## src/rtl/rx_frame_pkg.sv

```systemverilog
// ---------------------------------------------------------------------------
// rx_frame_pkg
// Shared definitions for the UART frame sequencer:
//   - state_e      : FSM state encoding (HUNT=0, PAYLOAD=1, CSUM=2, RESYNC=3)
//   - CSUM_W       : width of the additive payload checksum
//   - ERR_W        : width of the saturating error counter
//   - TIMER_W      : width of the inter-byte / resync down-counter
//   - sat_inc_err  : saturating increment used for the error counter
// ---------------------------------------------------------------------------
package rx_frame_pkg;

    localparam int CSUM_W  = 8;
    localparam int ERR_W   = 8;
    localparam int TIMER_W = 16;

    typedef enum logic [1:0] {
        ST_HUNT    = 2'd0,
        ST_PAYLOAD = 2'd1,
        ST_CSUM    = 2'd2,
        ST_RESYNC  = 2'd3
    } state_e;

    // Error count sticks at all-ones instead of wrapping back to zero.
    function automatic logic [ERR_W-1:0] sat_inc_err(input logic [ERR_W-1:0] v);
        if (v == {ERR_W{1'b1}}) begin
            return v;
        end
        return v + ERR_W'(1);
    endfunction

endpackage

```

## src/rtl/rx_frame_sequencer_if.sv

```systemverilog
// ---------------------------------------------------------------------------
// rx_frame_sequencer_if
// Bundles the receiver-side byte handshake and the frame-buffer side outputs
// of the frame sequencer.
//   iValid     : byte-valid level from the UART receiver
//   iData      : received byte, stable while iValid is high
//   oRxAbort   : to receiver rstTx, aborts a stuck reception
//   oWrEn      : one-cycle payload write strobe
//   oWrAddr    : payload index
//   oWrData    : payload byte
//   oFrameDone : one-cycle pulse, frame complete with good checksum
//   oFrameErr  : one-cycle pulse, checksum mismatch or inter-byte timeout
//   oErrCnt    : saturating error count
// Modports:
//   master : the receiver / stimulus side (drives iValid, iData)
//   slave  : the sequencer (consumes bytes, drives everything else)
// ---------------------------------------------------------------------------
interface rx_frame_sequencer_if;

    logic       iValid;
    logic [7:0] iData;
    logic       oRxAbort;
    logic       oWrEn;
    logic [3:0] oWrAddr;
    logic [7:0] oWrData;
    logic       oFrameDone;
    logic       oFrameErr;
    logic [7:0] oErrCnt;

    modport master (
        output iValid,
        output iData,
        input  oRxAbort,
        input  oWrEn,
        input  oWrAddr,
        input  oWrData,
        input  oFrameDone,
        input  oFrameErr,
        input  oErrCnt
    );

    modport slave (
        input  iValid,
        input  iData,
        output oRxAbort,
        output oWrEn,
        output oWrAddr,
        output oWrData,
        output oFrameDone,
        output oFrameErr,
        output oErrCnt
    );

endinterface

```

## src/rtl/rx_byte_timer.sv

```systemverilog
// ---------------------------------------------------------------------------
// rx_byte_timer
// Loadable down-counter shared by the inter-byte timeout and the RESYNC
// hold period.
//   clk        : system clock
//   rst        : asynchronous active-low reset
//   load_i     : load load_val_i into the counter (has priority over en_i)
//   load_val_i : value to load
//   en_i       : decrement by one this cycle (stops at zero)
//   expired_o  : the counter holds 1, i.e. the decrement happening in this
//                cycle is the one that reaches zero. The owner qualifies it
//                with its own state so a stale value is never acted on.
// ---------------------------------------------------------------------------
module rx_byte_timer
    import rx_frame_pkg::*;
(
    input  logic               clk,
    input  logic               rst,
    input  logic               load_i,
    input  logic [TIMER_W-1:0] load_val_i,
    input  logic               en_i,
    output logic               expired_o
);

    logic [TIMER_W-1:0] count_q;
    logic [TIMER_W-1:0] count_d;

    always_comb begin
        count_d = count_q;
        if (load_i) begin
            count_d = load_val_i;
        end else if (en_i && (count_q != '0)) begin
            count_d = count_q - TIMER_W'(1);
        end
    end

    always_ff @(posedge clk or negedge rst) begin
        if (!rst) begin
            count_q <= '0;
        end else begin
            count_q <= count_d;
        end
    end

    // Flagging on 1 rather than 0 lets the FSM act on the same edge the
    // count runs out, so a load of L yields expiry L cycles after the load.
    assign expired_o = (count_q == TIMER_W'(1));

endmodule

```

## src/rtl/rx_frame_sequencer.sv

```systemverilog
// ---------------------------------------------------------------------------
// rx_frame_sequencer
// Turns the UART receiver byte stream into fixed-length frames:
//   SYNC_BYTE, FRAME_LEN payload bytes, one 8-bit additive checksum.
// Payload bytes are written out to the frame buffer as they arrive; the
// checksum byte produces either a done or an error pulse. A stall between
// bytes inside a frame raises an error and pulses oRxAbort for RESYNC_LEN
// cycles to kick the receiver back to idle.
// Ports:
//   clk : system clock
//   rst : asynchronous active-low reset
//   bus : rx_frame_sequencer_if.slave (byte input, write/status outputs)
// Parameters:
//   SYNC_BYTE  : frame header byte
//   FRAME_LEN  : payload bytes per frame (1..16)
//   TIMEOUT    : max cycles between byte strobes inside a frame (2..65535)
//   RESYNC_LEN : cycles oRxAbort is held high (>= 3)
// ---------------------------------------------------------------------------
module rx_frame_sequencer
    import rx_frame_pkg::*;
#(
    parameter logic [7:0] SYNC_BYTE  = 8'hA5,
    parameter int         FRAME_LEN  = 4,
    parameter int         TIMEOUT    = 5000,
    parameter int         RESYNC_LEN = 4
) (
    input  logic                 clk,
    input  logic                 rst,
    rx_frame_sequencer_if.slave  bus
);

    // The timer reaches expiry exactly `load` cycles after being loaded, and
    // the output register adds one more cycle; loading TIMEOUT-1 therefore
    // puts oFrameErr exactly TIMEOUT cycles after the strobe cycle.
    localparam logic [TIMER_W-1:0] TO_LOAD  = TIMER_W'(TIMEOUT - 1);
    // In RESYNC the abort output is already high in the cycle after the
    // load, so a full RESYNC_LEN load gives RESYNC_LEN high cycles.
    localparam logic [TIMER_W-1:0] RS_LOAD  = TIMER_W'(RESYNC_LEN);
    localparam logic [3:0]         LAST_IDX = 4'(FRAME_LEN - 1);

    // ------------------------------------------------------------------
    // State and output registers
    // ------------------------------------------------------------------
    state_e              state_q;
    logic                valid_d_q;
    logic [3:0]          idx_q;
    logic [CSUM_W-1:0]   sum_q;
    logic                rx_abort_q;
    logic                wr_en_q;
    logic [3:0]          wr_addr_q;
    logic [7:0]          wr_data_q;
    logic                frame_done_q;
    logic                frame_err_q;
    logic [ERR_W-1:0]    err_cnt_q;

    // ------------------------------------------------------------------
    // Byte strobe: one pulse on the rising edge of the receiver's valid
    // level, however many cycles the level is held.
    // ------------------------------------------------------------------
    logic strb;
    assign strb = bus.iValid & ~valid_d_q;

    // ------------------------------------------------------------------
    // Timer control
    // ------------------------------------------------------------------
    logic               tmr_load;
    logic [TIMER_W-1:0] tmr_load_val;
    logic               tmr_en;
    logic               tmr_expired;
    logic               timeout_hit;

    // Expiry only counts where the timer is running for this state, and a
    // strobe in the same cycle always takes priority.
    assign timeout_hit = tmr_expired && !strb &&
                         ((state_q == ST_PAYLOAD) || (state_q == ST_CSUM));

    always_comb begin
        tmr_load     = 1'b0;
        tmr_load_val = TO_LOAD;
        tmr_en       = 1'b0;
        unique case (state_q)
            ST_HUNT: begin
                if (strb && (bus.iData == SYNC_BYTE)) begin
                    tmr_load = 1'b1;
                end
            end
            ST_PAYLOAD, ST_CSUM: begin
                if (strb) begin
                    // Reload on every accepted byte; in CSUM the frame ends
                    // here so the reload is harmless.
                    tmr_load = 1'b1;
                end else if (timeout_hit) begin
                    tmr_load     = 1'b1;
                    tmr_load_val = RS_LOAD;
                end else begin
                    tmr_en = 1'b1;
                end
            end
            ST_RESYNC: begin
                tmr_en = 1'b1;
            end
            default: begin
                tmr_en = 1'b0;
            end
        endcase
    end

    rx_byte_timer u_timer (
        .clk        (clk),
        .rst        (rst),
        .load_i     (tmr_load),
        .load_val_i (tmr_load_val),
        .en_i       (tmr_en),
        .expired_o  (tmr_expired)
    );

    // ------------------------------------------------------------------
    // Frame FSM with registered outputs
    // ------------------------------------------------------------------
    always_ff @(posedge clk or negedge rst) begin
        if (!rst) begin
            state_q      <= ST_HUNT;
            valid_d_q    <= 1'b0;
            idx_q        <= '0;
            sum_q        <= '0;
            rx_abort_q   <= 1'b0;
            wr_en_q      <= 1'b0;
            wr_addr_q    <= '0;
            wr_data_q    <= '0;
            frame_done_q <= 1'b0;
            frame_err_q  <= 1'b0;
            err_cnt_q    <= '0;
        end else begin
            valid_d_q    <= bus.iValid;
            // Pulses default low; address/data hold their last value.
            wr_en_q      <= 1'b0;
            frame_done_q <= 1'b0;
            frame_err_q  <= 1'b0;

            unique case (state_q)
                ST_HUNT: begin
                    if (strb && (bus.iData == SYNC_BYTE)) begin
                        state_q <= ST_PAYLOAD;
                        idx_q   <= '0;
                        sum_q   <= '0;
                    end
                end

                ST_PAYLOAD: begin
                    if (strb) begin
                        wr_en_q   <= 1'b1;
                        wr_addr_q <= idx_q;
                        wr_data_q <= bus.iData;
                        sum_q     <= sum_q + bus.iData;
                        idx_q     <= idx_q + 4'd1;
                        if (idx_q == LAST_IDX) begin
                            state_q <= ST_CSUM;
                        end
                    end else if (timeout_hit) begin
                        frame_err_q <= 1'b1;
                        err_cnt_q   <= sat_inc_err(err_cnt_q);
                        rx_abort_q  <= 1'b1;
                        state_q     <= ST_RESYNC;
                    end
                end

                ST_CSUM: begin
                    if (strb) begin
                        if (bus.iData == sum_q) begin
                            frame_done_q <= 1'b1;
                        end else begin
                            frame_err_q <= 1'b1;
                            err_cnt_q   <= sat_inc_err(err_cnt_q);
                        end
                        state_q <= ST_HUNT;
                    end else if (timeout_hit) begin
                        frame_err_q <= 1'b1;
                        err_cnt_q   <= sat_inc_err(err_cnt_q);
                        rx_abort_q  <= 1'b1;
                        state_q     <= ST_RESYNC;
                    end
                end

                ST_RESYNC: begin
                    // Strobes are ignored while the receiver is held off.
                    if (tmr_expired) begin
                        rx_abort_q <= 1'b0;
                        state_q    <= ST_HUNT;
                    end
                end

                default: begin
                    state_q <= ST_HUNT;
                end
            endcase
        end
    end

    // ------------------------------------------------------------------
    // Output mapping
    // ------------------------------------------------------------------
    assign bus.oRxAbort   = rx_abort_q;
    assign bus.oWrEn      = wr_en_q;
    assign bus.oWrAddr    = wr_addr_q;
    assign bus.oWrData    = wr_data_q;
    assign bus.oFrameDone = frame_done_q;
    assign bus.oFrameErr  = frame_err_q;
    assign bus.oErrCnt    = err_cnt_q;

endmodule

```

## src/flat_wrapper.sv

```systemverilog
// flat-port wrapper written by rule: the top's interface ports become plain ports
module rx_frame_sequencer_flat import rx_frame_pkg::*;
#(
    parameter logic [7:0] SYNC_BYTE  = 8'hA5,
    parameter int         FRAME_LEN  = 4,
    parameter int         TIMEOUT    = 5000,
    parameter int         RESYNC_LEN = 4
)
  (clk, rst, bus_iValid, bus_iData, bus_oRxAbort, bus_oWrEn, bus_oWrAddr, bus_oWrData, bus_oFrameDone, bus_oFrameErr, bus_oErrCnt);
  rx_frame_sequencer_if bus_i ();
  input  logic clk;
  input  logic rst;
  input wire logic [$bits(bus_i.iValid)-1:0] bus_iValid;
  input wire logic [$bits(bus_i.iData)-1:0] bus_iData;
  output wire logic [$bits(bus_i.oRxAbort)-1:0] bus_oRxAbort;
  output wire logic [$bits(bus_i.oWrEn)-1:0] bus_oWrEn;
  output wire logic [$bits(bus_i.oWrAddr)-1:0] bus_oWrAddr;
  output wire logic [$bits(bus_i.oWrData)-1:0] bus_oWrData;
  output wire logic [$bits(bus_i.oFrameDone)-1:0] bus_oFrameDone;
  output wire logic [$bits(bus_i.oFrameErr)-1:0] bus_oFrameErr;
  output wire logic [$bits(bus_i.oErrCnt)-1:0] bus_oErrCnt;
  assign bus_i.iValid = bus_iValid;
  assign bus_i.iData = bus_iData;
  assign bus_oRxAbort = bus_i.oRxAbort;
  assign bus_oWrEn = bus_i.oWrEn;
  assign bus_oWrAddr = bus_i.oWrAddr;
  assign bus_oWrData = bus_i.oWrData;
  assign bus_oFrameDone = bus_i.oFrameDone;
  assign bus_oFrameErr = bus_i.oFrameErr;
  assign bus_oErrCnt = bus_i.oErrCnt;
  rx_frame_sequencer #(.SYNC_BYTE(SYNC_BYTE), .FRAME_LEN(FRAME_LEN), .TIMEOUT(TIMEOUT), .RESYNC_LEN(RESYNC_LEN)) u_core (.clk(clk), .rst(rst), .bus(bus_i));
endmodule
```

## config.mk

```make
export PLATFORM = sky130hd
export DESIGN_NAME = rx_frame_sequencer_flat
export DESIGN_NICKNAME = d
export VERILOG_FILES = /design/src/rtl/rx_frame_pkg.sv /design/src/rtl/rx_frame_sequencer_if.sv /design/src/rtl/rx_byte_timer.sv /design/src/rtl/rx_frame_sequencer.sv /design/src/flat_wrapper.sv
export SDC_FILE = /design/constraint.sdc
export NUM_CORES = 1
export LEC_CHECK = 0
export CORE_ASPECT_RATIO = 0.5
export CORE_MARGIN = 2
export CORE_UTILIZATION = 63
export DETAILED_ROUTE_END_ITERATION = 7
export DONT_BUFFER_PORTS = 1
export HOLD_SLACK_MARGIN = 0.03
export PLACE_DENSITY = 0.9
export SLEW_MARGIN = 20
export SYNTH_ARGS = -nofsm -noshare
export SYNTH_HDL_FRONTEND = slang
export SYNTH_SLANG_ARGS = --single-unit
export TNS_END_PERCENT = 5
```

## constraint.sdc

```tcl
create_clock -name clk -period 6.95 [get_ports clk]
set_input_delay 1.39 -clock clk [delete_from_list [all_inputs] [get_ports clk]]
set_output_delay 1.39 -clock clk [all_outputs]
set_load 0.005 [all_outputs]
```

==> flow_summary.toml, run 1 <==
[status]
status = "finished clean"

[global_route]
grt_start_max_net_pins = 56
antenna_found_initial = 0
grt_pass1_wl_um = 12260
grt_pass1_vias = 2654
track_usage_pct = 27.61
grt_overflow_total = 0

[job]
cap_violations = 0

[detailed_routing]
drt_first_iter_violations = 176
drt_wl_total_um = 7463
via_per_inst = 6.762
drc = 0
drtAntennaViolNets = 0
dr.pass1.iters = 4
vias = 2752
wl_per_cell_um = 18.34

[critical_path]
path_max_fanout = 5
cp.arrival_ps = 3470
crit_slowest_cell = "or4_1"
required_ps = 7180
crit_chain = "ha_1 -> or4_1 -> o31ai_1 -> a21oi_1 -> o21ai_1 -> mux2_2"
cp_top_family = "compound AO/OA/AOI/OAI gates"
endpoint_kind = "flop"
cpPeakStageDelay_ps = 570
crit_buf_inv = 0
path_class = "in -> reg"
cp-start-kind = "primary input"

[timing]
fmax_mhz = 308.5
slew_viol_final = 0
finalClockSkew_ps = 11.75
hold_violations = 0
finalSetupTns_ps = 0
setup_viol = 0
tightest_slew_ps = 896.3
period_needed_ps = 3241
rsz0062_at_grt = "false"
relSlewSlack_pct = 40.25
fin_crit_sh_pct = 46.63

[finish]
multi_input_area_um2 = 1748
final_util_pct = 67.94
register_area_um2 = 1376
fin_nets = 365
num_antenna_cells = 0
fillers = 368
syn_to_final_growth_pct = 3.398
drive_above_1_share_pct = 6.528
final_cell_area_um2 = 3351

[clocking]
tritoncts = "built"
htreeDepth = 2
cts_buffers = 5
cts_setup_buffers = 0
cts_sinks = 55
post_cts_resized = 0
clock_latency_ps = 330
cts_root_buffer = "clkbuf_8"
hold_buffers = 0
clk_pin_slew_worst_paths_ps = 110
cts_buffer_depth = 2

[placement]
place.gp.congestion = 0.9031
io_buffer_count = 0
dpl.hpwl_um = 5175
placed_area_um2 = 3261

[pwr]
ir_drop_v = 0.0001650
leakage_nw = 1.480
pwr_density_cell_nw_per_um2 = 376.1
total_power_mw = 1.260

[yosys]
synth-seq-cells = 55
async_flop_share_pct = 100.0
synth_cells = 342
synth_top_area_share_pct = 42.47
synth_area_leaders = "dfrtp_1 42%, ha_1 6.6%, nand2_1 6.0%, a21oi_1 3.2%, o31ai_1 2.5%"
ys_seq_area_share_pct = 42.47
ys_types = 59
synth_nets = 371
yosysTopAreaCell = "dfrtp_1"
synthesis.area_um2 = 3241
syn_area_per_cell_um2 = 9.475
synth_edf_count = 0
ys_warn_count = 0
synth_ff_type = "dfrtp_1"

[hold_path]
hold_path.class = "reg -> reg"

[floorplanning]
start_util_pct = 65.70
die_w_um = 105.4
io_pins = 35
fp-row-count = 18
core_area_um2 = 4932
die_h_um = 54.72
die_area_um2 = 5769
## power by group
| part | internal [mW] | switching, mW | total [mW] |
|---|---|---|---|
| combinational | 0.204 | 0.337 | 0.541 |
| clock | 0.0727 | 0.116 | 0.188 |
| sequential | 0.421 | 0.109 | 0.531 |
## synthesized netlist by cell type, types with 4 or more instances
master / count
a21o_1: 8
or3_1: 4
a31oi_1: 6
o211ai_1: 7
nand2_1: 52
o21ai_0: 6
nand3_1: 9
nor2_1: 18
xor2_1: 6
clkbuf_1: 7
nor3_1: 7
a211oi_1: 4
dfrtp_1: 55
xnor2_1: 5
or4_1: 11
or2_2: 4
a22o_1: 7
a21oi_1: 21
inv_1: 13
o41ai_1: 5
o31ai_1: 11
nand4_1: 6
ha_1: 17
## cell type report
type	instances	share of cell area [%]
multi-input cells	261	52.17
flip-flops and latches	55	41.08
well taps	70	2.614
clock buffers	6	2.166
inverters	13	1.456
clock inverters	2	0.5228
## flip-flops by register name (all words and copies together), names as in the netlist
| register | count |
|---|---|
| u_core.bus.oErrCnt | 8 |
| u_core.bus.oFrameDone | 1 |
| u_core.bus.oFrameErr | 1 |
| u_core.bus.oRxAbort | 1 |
| u_core.bus.oWrAddr | 4 |
| u_core.bus.oWrData | 8 |
| u_core.bus.oWrEn | 1 |
| u_core.idx_q | 4 |
| u_core.state_q | 2 |
| u_core.sum_q | 8 |
| u_core.u_timer.count_q | 16 |
| u_core.valid_d_q | 1 |
## metrics by stage
step / worst slack [ps] / hold slack [ps] / instances
after global routing: 3635 / 530.6 / 407
after global placement: 3416 / 482.9 / 399
after floorplan: 3548 / 452.6 / 342
after detailed placement: 3403 / 474.4 / 399
final: 3709 / 511.8 / 407
after CTS: 3738 / 511.4 / 407
## path summary, 6_finish.rpt
check,cells after the start,slack (ps),endpoint,startpoint
worst max-delay path,6,3710,u_core.bus.oErrCnt[1]$_DFFE_PN0P_,bus_iData[2]
worst min-delay path,1,510,u_core.sum_q[5]$_DFFE_PN0P_,u_core.sum_q[5]$_DFFE_PN0P_
worst max register to register,7,4110,u_core.u_timer.count_q[7]$_DFFE_PN0P_,u_core.u_timer.count_q[1]$_DFFE_PN0P_
worst min register to register,1,510,u_core.sum_q[5]$_DFFE_PN0P_,u_core.sum_q[5]$_DFFE_PN0P_
max in group asynchronous,0,6100,u_core.bus.oRxAbort$_DFFE_PN0P_,rst
min in group asynchronous,0,740,u_core.bus.oErrCnt[1]$_DFFE_PN0P_,rst
## kinds of logic (layout without fill, tap and decap cells)
group | count (synthesis) | after routing | share of synthesized area [%]
AND/OR/NAND/NOR | 135 | 135 | 22.32
AO/OA/AOI/OAI | 95 | 95 | 20.77
flip-flops | 55 | 55 | 42.47
buffers and inverters | 26 | 21 | 3.591
adder cells (fa/ha/maj) | 18 | 18 | 7.181
XOR/XNOR | 11 | 11 | 2.973
multiplexers | 2 | 2 | 0.6949
## cells in the final DEF, fill, tap and decap left out, drive strengths merged, types with 3 or more instances in the layout
| master | synthesis | final |
|---|---|---|
| a211oi | 4 | 4 |
| a21o | 8 | 8 |
| a21oi | 23 | 23 |
| a22o | 7 | 7 |
| a31oi | 6 | 6 |
| and4 | 3 | 3 |
| clkbuf | 7 | 6 |
| dfrtp | 55 | 55 |
| ha | 17 | 17 |
| inv | 13 | 13 |
| nand2 | 53 | 53 |
| nand2b | 3 | 3 |
| nand3 | 9 | 9 |
| nand4 | 6 | 6 |
| nand4b | 3 | 3 |
| nor2 | 18 | 18 |
| nor3 | 7 | 7 |
| nor4 | 3 | 3 |
| o211ai | 7 | 7 |
| o21ai | 8 | 8 |
| o31ai | 11 | 11 |
| o41ai | 5 | 5 |
| or2 | 4 | 4 |
| or3 | 4 | 4 |
| or4 | 12 | 12 |
| xnor2 | 5 | 5 |
| xor2 | 6 | 6 |
## worst register-to-register path: stages, from the launching register on
cell      delay [ps]
dfrtp_1          410
inv_1            140
ha_1             190
nor4b_1          330
nand4_1          400
a21oi_2          850
or3_1            240
o311ai_0         130
## metal layers
metal	vias to the layer above	share of wire (%)	GRT usage [%]
li1	1266	-	-
met1	1368	43	33.41
met2	107	49	49.68
met3	11	6.5	7.857
met4	0	1.4	8.444
met5	-	0	0
Note: power is estimated with default switching activity, not from simulation.
==> inputs of run 2 (changes only) <==
CORE_UTILIZATION = 57   (was 63)
PLACE_DENSITY = 0.86   (was 0.9)
clock period = 2.7 ns   (was 6.95 ns; I/O delays follow)
==> flow_summary.toml, run 2 (synthesis results as in run 1) <==
[status]
status = "finished clean"

[critical_path]
path_class = "reg -> reg"
path_max_fanout = 3
cp.arrival_ps = 2770
rr_endpoint = "u_core.bus.oErrCnt[1]$_DFFE_PN0P_"
critPathLaunch = "u_core.sum_q[3]$_DFFE_PN0P_"
r2r_slack_ps = 110
rr_worst_depth = 6
endpoint = "u_core.bus.oErrCnt[1]$_DFFE_PN0P_"
required_ps = 2880
endpoint_kind = "flop"
r2r-start = "u_core.sum_q[3]$_DFFE_PN0P_"
cp-start-kind = "flop"

[timing]
hold_violations = 0
fin_crit_sh_pct = 95.87
rsz0062_at_grt = "false"
period_needed_ps = 2588
fmax_mhz = 386.3
setup_viol = 0
slew_viol_final = 0
tightest_slew_ps = 759.4
relSlewSlack_pct = 48.91
finalClockSkew_ps = 7.326

[floorplanning]
die_area_um2 = 6341
io_pins = 35
die_w_um = 110.6
die_h_um = 57.32
fp-row-count = 19
start_util_pct = 59.01
core_area_um2 = 5492

[placement]
io_buffer_count = 0
placed_cells = 414
dpl.hpwl_um = 5175
placed_area_um2 = 3354
place.gp.congestion = 0.8883

[clocking]
tritoncts = "built"
clk_pin_slew_worst_paths_ps = 70
cts_buffer_depth = 2
clock_latency_ps = 300
htreeDepth = 2
cts_setup_buffers = 0
cts_sinks = 55
cts_buffers = 5
post_cts_resized = 0
cts_root_buffer = "clkbuf_16"

[detailed_routing]
drt_wl_total_um = 7425
wl_per_cell_um = 17.55
dr.pass1.iters = 5
drc = 0
drt_first_iter_violations = 236
via_per_inst = 6.537
vias = 2765
drtAntennaViolNets = 0

[finish]
drive_above_1_share_pct = 10.00
instances_no_fill = 423
syn_to_final_growth_pct = 8.842
final_util_pct = 64.23
final_cell_area_um2 = 3527
fin_nets = 378
top_register = "u_core.u_timer.count_q"
num_antenna_cells = 0
layout_commonest_cell = "dfrtp_1"
layout_common_cells = "55 x dfrtp_1, 52 x nand2_1, 21 x a21oi_1"
largest_reg_flops = 16

[global_route]
track_usage_pct = 24.65
grt_overflow_total = 0
antenna_found_initial = 0
grt_pass1_wl_um = 12690
grt_start_max_net_pins = 56
grt_pass1_vias = 2739

[pwr]
ir_drop_v = 0.0005947
total_power_mw = 3.492
leakage_nw = 1.573
pwr_density_cell_nw_per_um2 = 990.0

[hold_path]
hold_path.class = "in -> async"

[job]
cap_violations = 0
run 2: final cells by class:
type,count,area [um^2]
Inverter,13,48.80
Fill cell,429,1964
Sequential cell,55,1376
Clock inverter,2,16.27
Multi-Input combinational cell,261,1748
Timing Repair Buffer,13,117.6
Clock buffer,6,128.9
Tap cell,73,91.34
run 2: where the power goes:
group / internal (mW) / switching, mW
combinational: 0.583 / 0.870
sequential: 1.09 / 0.290
clock: 0.349 / 0.314
run 2: how the worst min path moves through the flow:
stage | slack (ps) | startpoint | endpoint | depth (start not counted)
after global placement | 250 | rst | u_core.u_timer.count_q[3]$_DFFE_PN0P_ | 0
after CTS | 110 | rst | u_core.bus.oRxAbort$_DFFE_PN0P_ | 1
after floorplan | 240 | rst | u_core.bus.oErrCnt[0]$_DFFE_PN0P_ | 0
after detailed placement | 250 | rst | u_core.u_timer.count_q[3]$_DFFE_PN0P_ | 0
final | 90 | rst | u_core.u_timer.count_q[5]$_DFFE_PN0P_ | 1
after global routing | 120 | rst | u_core.u_timer.count_q[4]$_DFFE_PN0P_ | 1
run 2: worst max-delay path: stages, from the launching register on:
cell and delay (ps):
dfrtp_1 400, ha_1 290, or4_1 590, o31ai_1 450, a21oi_1 190, o21ai_1 200, mux2_2 360
run 2: what timing repair did:
action	CTS	global route
hold buffers	1	0
endpoints found under the hold margin	55	0
setup endpoints to repair	0	0
run 2: stage by stage:
step / setup slack [ps] / setup TNS [ps] / hold slack [ps]
final: 111.5 / 0 / 89.40
after global routing: 8.688 / 0 / 119.2
after CTS: 130.2 / 0 / 112.2
after detailed placement: -11.64 / -11.64 / 246.0
after global placement: 60.50 / 0 / 246.3
after floorplan: 148.4 / 0 / 244.4
run 2: metal layers:
layer | GRT usage [%] | vias up | wire length [um] | part of all wire (%)
li1 | - | 1298 | - | -
met1 | 30.73 | 1344 | 3275 | 44
met2 | 43.30 | 107 | 3577 | 48
met3 | 5.845 | 16 | 445 | 6.0
met4 | 8.393 | 0 | 127 | 1.7
met5 | 0 | - | 0 | 0
